[src/rtl/midi_decoder.sv]
// MIDI note decoder: turns a received MIDI byte stream into note on/off events,
// honouring running status, realtime interleaving and channel filtering.

package MIDI;
  typedef enum logic {OFF = 1'b0, ON = 1'b1} note_status_t;

  typedef struct packed {
    note_status_t status;
    logic [6:0]   note_number;
    logic [6:0]   velocity;
  } note_change_t;
endpackage

module midi_decoder #(
  parameter bit         OMNI    = 1'b1,
  parameter logic [3:0] CHANNEL = 4'd0
) (
  input  logic               clock_50_000_000,
  input  logic               reset_l,
  midi_decoder_if.slave      bus,
  output MIDI::note_change_t note,
  output logic               note_ready,
  output logic               protocol_error
);

  typedef enum logic [1:0] {StIdle, StWaitD1, StWaitD2, StSkip} state_e;

  state_e             state_q, state_d;
  logic [7:0]         status_q, status_d;
  logic [6:0]         pending_q, pending_d;
  MIDI::note_change_t note_q, note_d;
  logic               note_ready_q, note_ready_d;
  logic               error_q, error_d;

  logic is_data, is_chan, is_sys, is_note, chan_ok, rs_note, emit;

  always_comb begin
    is_data = bus.byte_valid && !bus.byte_in[7];
    is_chan = bus.byte_valid && bus.byte_in[7] && (bus.byte_in[7:4] != 4'hF);
    is_sys  = bus.byte_valid && (bus.byte_in[7:3] == 5'b11110);
    is_note = (bus.byte_in[7:5] == 3'b100);
    chan_ok = OMNI || (bus.byte_in[3:0] == CHANNEL);
    // Guard on the latched status too, so a stray state can never emit garbage.
    rs_note = (status_q[7:5] == 3'b100) && (OMNI || (status_q[3:0] == CHANNEL));
    emit    = is_data && (state_q == StWaitD2) && rs_note;
  end

  always_ff @(posedge clock_50_000_000 or negedge reset_l) begin
    if (!reset_l) begin
      state_q      <= StIdle;
      status_q     <= 8'h00;
      pending_q    <= 7'd0;
      note_q       <= '{status: MIDI::OFF, note_number: 7'd0, velocity: 7'd0};
      note_ready_q <= 1'b0;
      error_q      <= 1'b0;
    end else begin
      state_q      <= state_d;
      status_q     <= status_d;
      pending_q    <= pending_d;
      note_q       <= note_d;
      note_ready_q <= note_ready_d;
      error_q      <= error_d;
    end
  end

  // Realtime bytes match none of the classes below and so leave everything untouched.
  always_comb begin
    state_d = state_q;
    if (is_chan) begin
      state_d = (is_note && chan_ok) ? StWaitD1 : StSkip;
    end else if (is_sys) begin
      state_d = (bus.byte_in == 8'hF7) ? StIdle : StSkip;
    end else if (is_data) begin
      unique case (state_q)
        StWaitD1: state_d = StWaitD2;
        StWaitD2: state_d = StWaitD1;
        default:  state_d = state_q;
      endcase
    end
  end

  always_comb begin
    status_d     = status_q;
    pending_d    = pending_q;
    note_d       = note_q;
    note_ready_d = 1'b0;
    error_d      = 1'b0;
    if (is_chan) begin
      status_d = bus.byte_in;
    end else if (is_sys) begin
      status_d = 8'h00;
    end
    if ((is_chan || is_sys) && (state_q == StWaitD2)) begin
      error_d   = 1'b1;
      pending_d = 7'd0;
    end
    if (is_data && (state_q == StWaitD1)) begin
      pending_d = bus.byte_in[6:0];
    end
    if (emit) begin
      note_d.status      = (status_q[4] && (bus.byte_in[6:0] != 7'd0)) ? MIDI::ON : MIDI::OFF;
      note_d.note_number = pending_q;
      note_d.velocity    = bus.byte_in[6:0];
      note_ready_d       = 1'b1;
    end
  end

  assign note           = note_q;
  assign note_ready     = note_ready_q;
  assign protocol_error = error_q;

endmodule
[src/rtl/midi_decoder_if.sv]
// Received MIDI byte stream: one byte per byte_valid strobe.

interface midi_decoder_if;
  logic [7:0] byte_in;
  logic       byte_valid;

  modport master (output byte_in, output byte_valid);
  modport slave  (input  byte_in, input  byte_valid);
endinterface

[src/flat_wrapper.sv]
// flat-port wrapper written by rule: the top's interface ports become plain ports
module midi_decoder_flat 
#(
  parameter bit         OMNI    = 1'b1,
  parameter logic [3:0] CHANNEL = 4'd0
)
  (clock_50_000_000, reset_l, note, note_ready, protocol_error, bus_byte_in, bus_byte_valid);
  midi_decoder_if bus_i ();
  input  logic clock_50_000_000;
  input  logic reset_l;
  output MIDI::note_change_t note;
  output logic note_ready;
  output logic protocol_error;
  input wire logic [$bits(bus_i.byte_in)-1:0] bus_byte_in;
  input wire logic [$bits(bus_i.byte_valid)-1:0] bus_byte_valid;
  assign bus_i.byte_in = bus_byte_in;
  assign bus_i.byte_valid = bus_byte_valid;
  midi_decoder #(.OMNI(OMNI), .CHANNEL(CHANNEL)) u_core (.clock_50_000_000(clock_50_000_000), .reset_l(reset_l), .bus(bus_i), .note(note), .note_ready(note_ready), .protocol_error(protocol_error));
endmodule
[config.mk]
export PLATFORM = sky130hd
export DESIGN_NAME = midi_decoder_flat
export DESIGN_NICKNAME = d
export VERILOG_FILES = /design/src/rtl/midi_decoder.sv /design/src/rtl/midi_decoder_if.sv /design/src/flat_wrapper.sv
export SDC_FILE = /design/constraint.sdc
export NUM_CORES = 1
export LEC_CHECK = 0
export ABC_AREA = 1
export BUFFER_PORTS_ARGS = -buffer_cell sky130_fd_sc_hd__buf_2
export CAP_MARGIN = 10
export CORE_AREA = 2 2 61 63
export CTS_BUF_LIST = sky130_fd_sc_hd__clkbuf_16
export DETAILED_ROUTE_END_ITERATION = 16
export DIE_AREA = 0 0 63 65
export HOLD_SLACK_MARGIN = 0.1
export PLACE_DENSITY = 0.65
export SYNTH_ARGS = -nofsm -noshare
export SYNTH_HDL_FRONTEND = slang
export SYNTH_SLANG_ARGS = --single-unit
[constraint.sdc]
create_clock -name clock_50_000_000 -period 2.65 [get_ports clock_50_000_000]
set_clock_uncertainty 0.15 [all_clocks]
set_input_delay 0.53 -clock clock_50_000_000 [delete_from_list [all_inputs] [get_ports clock_50_000_000]]
set_output_delay 0.53 -clock clock_50_000_000 [all_outputs]
set_load 0.1 [all_outputs]
==> results.md <==
- Actual slew at the worst max-slew pin: 0.647 ns
- Clock H-tree levels: 2
- Crit path from: u_core.note[12]
- Total track usage: 0.153
- Nets: 194
- Min-Delay Path Class: input port to asynchronous set/reset pin
- WP buf/inv: 1
- Final TNS setup: 0 ns
- Antenna cells: 0
- Yosys reg bits: 30
- CP max stage cell: buf_2
- Area of the core: 3500 um2
- Final hold slack: 0.130 ns
- WL/cell: between 10 and 15 um
- Largest net degree at the start of global routing: 31
- Die ar.: 4100 um2
- RSZ-0062 raised after global routing: no
- Via density: 4.55
- Reg-to-reg startpoint: u_core.state_q[0]
- # hold bufs at CTS: 0
- Post-Syn Nets: 162
- Worst Setup Start Kind: flop
- GP Congestion: 0.803
- Drc violations: 0
- Remaining antenna violation count: 0
- DR iter-0 viols: 43
- Synth Instances: around 150
- Final Cycle Share: 0.655
- CTS resizes: 0
- DP HPWL: 1.86 mm
- Syn. warnings: 0
- Distinct cells, synth: 19
- Vias in the first global route: roughly 1000
- WL met1: around 1.3 mm
- Critical Path Fanout Max: 2
- Run status: completed
- Final hold vios: 0
- CTS root buf: clkbuf_16
- Die Height: about 65 um
- Critical path's largest stage delay: 0.43 ns
- Crit path capture type: output pin
- Wire length of the first global-routing pass: roughly 4.6 mm
- Antenna violations before repair: 0
- Max layer used: met4
- Met3 WL post-DR: 139 um
- Post-CTS setup buffer count: 0
- Syn_area_per_cell: 8.92 um2
- Max-Cap Viols: 0
- Max Slew Vio Count: 0
- Area delta synth->final: 24.4%
- Data arrival, critical path: 1.06 ns
- DR pass1 iterations: 4
- Clock Latency Late Sink: 0.27 ns
- TritonCTS buffer count: 5
- CTS tree: yes
- Clk sinks: 30
- Final worst setup slack: around 0.91 ns
- IO buf count: 27
- Cell Chain, Critical Path: buf_2
- Finished Cell Area: 1650 um2
- Via count: roughly 1000
- Sequential fraction of the synthesis area: 0.565
- Routed WL: 2.64 mm
- Initial core utilization: 0.380
- Worst slack, placed: 0.842 ns
- Remaining Overflow, GRT: 0
- Site row count: 22
- Critical Path RT: 1.97 ns
- Routed wl met2: 1.11 mm
- Crit Path Class: flop to output pin
- Longest Clk Path Bufs: 2
- Die width: 63 um
- Fill cells: 354
- Placed Area: 1510 um2
- Slew margin rel.: 0.569
- # IOs: 28
- Final worst path period need: ~1.7 ns
- Clock transition at path regs: 0.05 ns
- Final Setup Violations: 0
- Fraction of layout cells with a size suffix above 1: 0.258
- CP top delay family: buffers and inverters
- Mapped cell area: 1330 um2
- Peak Freq: about 580 MHz
Yosys cell counts, drive strengths merged:
master,instances,area (um2)
nor3,1,5.00
dfrtp,30,751
o21ai,8,51.3
nor2,12,62.6
ha,2,25.0
inv,12,45.0
nand2,64,268
buf,2,12.5
nand4,3,33.8
nand3,15,75.1
state kept, by name (all words and copies together), names as in the netlist:
name / flops
u_core.note: 15
u_core.note_ready: 1
u_core.pending_q: 7
u_core.protocol_error: 1
u_core.state_q: 2
u_core.status_q: 4
layout by cell type (no fill, tap or decap), drive strengths merged:
cell type / count
nand2: 64
clkbuf: 5
inv: 12
nor3: 1
ha: 2
o21ai: 8
nand4: 3
buf: 27
nor2: 12
clkinv: 2
nand3: 15
clkinvlp: 1
dfrtp: 30
routing by layer:
| metal | global-route usage | up-vias |
|---|---|---|
| met2 | 0.219 | 31 |
| met4 | 0.0750 | 0 |
| met5 | 0 | - |
| met3 | 0.0642 | 5 |
| met1 | 0.197 | 476 |
| li1 | - | 535 |
logic make-up (layout without fill, tap and decap cells):
group,count (synthesis),in the layout,synth area share
fa+ha+maj,2,2,0.0188
simple gates,95,95,0.334
buf+inv,14,47,0.0433
flops,30,30,0.565
compound gates,8,8,0.0386
through the flow:
step,std cells,utilization
after floorplan,149,-
after global placement,222,0.432
after detailed placement,222,0.432
after CTS,230,0.473
after global routing,230,0.473
final,230,0.473
final cells by class:
cell class | instances | area (um2) | area share
sequential | 30 | 751 | 0.454
multi-input combinational | 105 | 520 | 0.315
timing repair buffer | 27 | 135 | 0.0818
clock buffer | 5 | 125 | 0.0757
tap | 48 | 60.1 | 0.0363
inverter | 12 | 45.0 | 0.0273
clock inverter | 3 | 16.3 | 0.00984
final timing paths:
kind | to | slack (ns) | cells after the start
min in group clock_50_000_000 | u_core.note[11] | 0.32 | 2
max in group asynchronous | u_core.state_q[1] | 1.79 | 1
hold reg to reg | u_core.note[11] | 0.32 | 2
setup / recovery | note[12] | 0.91 | 1
hold / removal | u_core.note[0] | 0.13 | 1
setup reg to reg | u_core.note[14] | 0.95 | 6
Power is left out: the tool's default activity adds up to more than one toggle a clock period on the data nets, which glitch-free logic cannot reach.
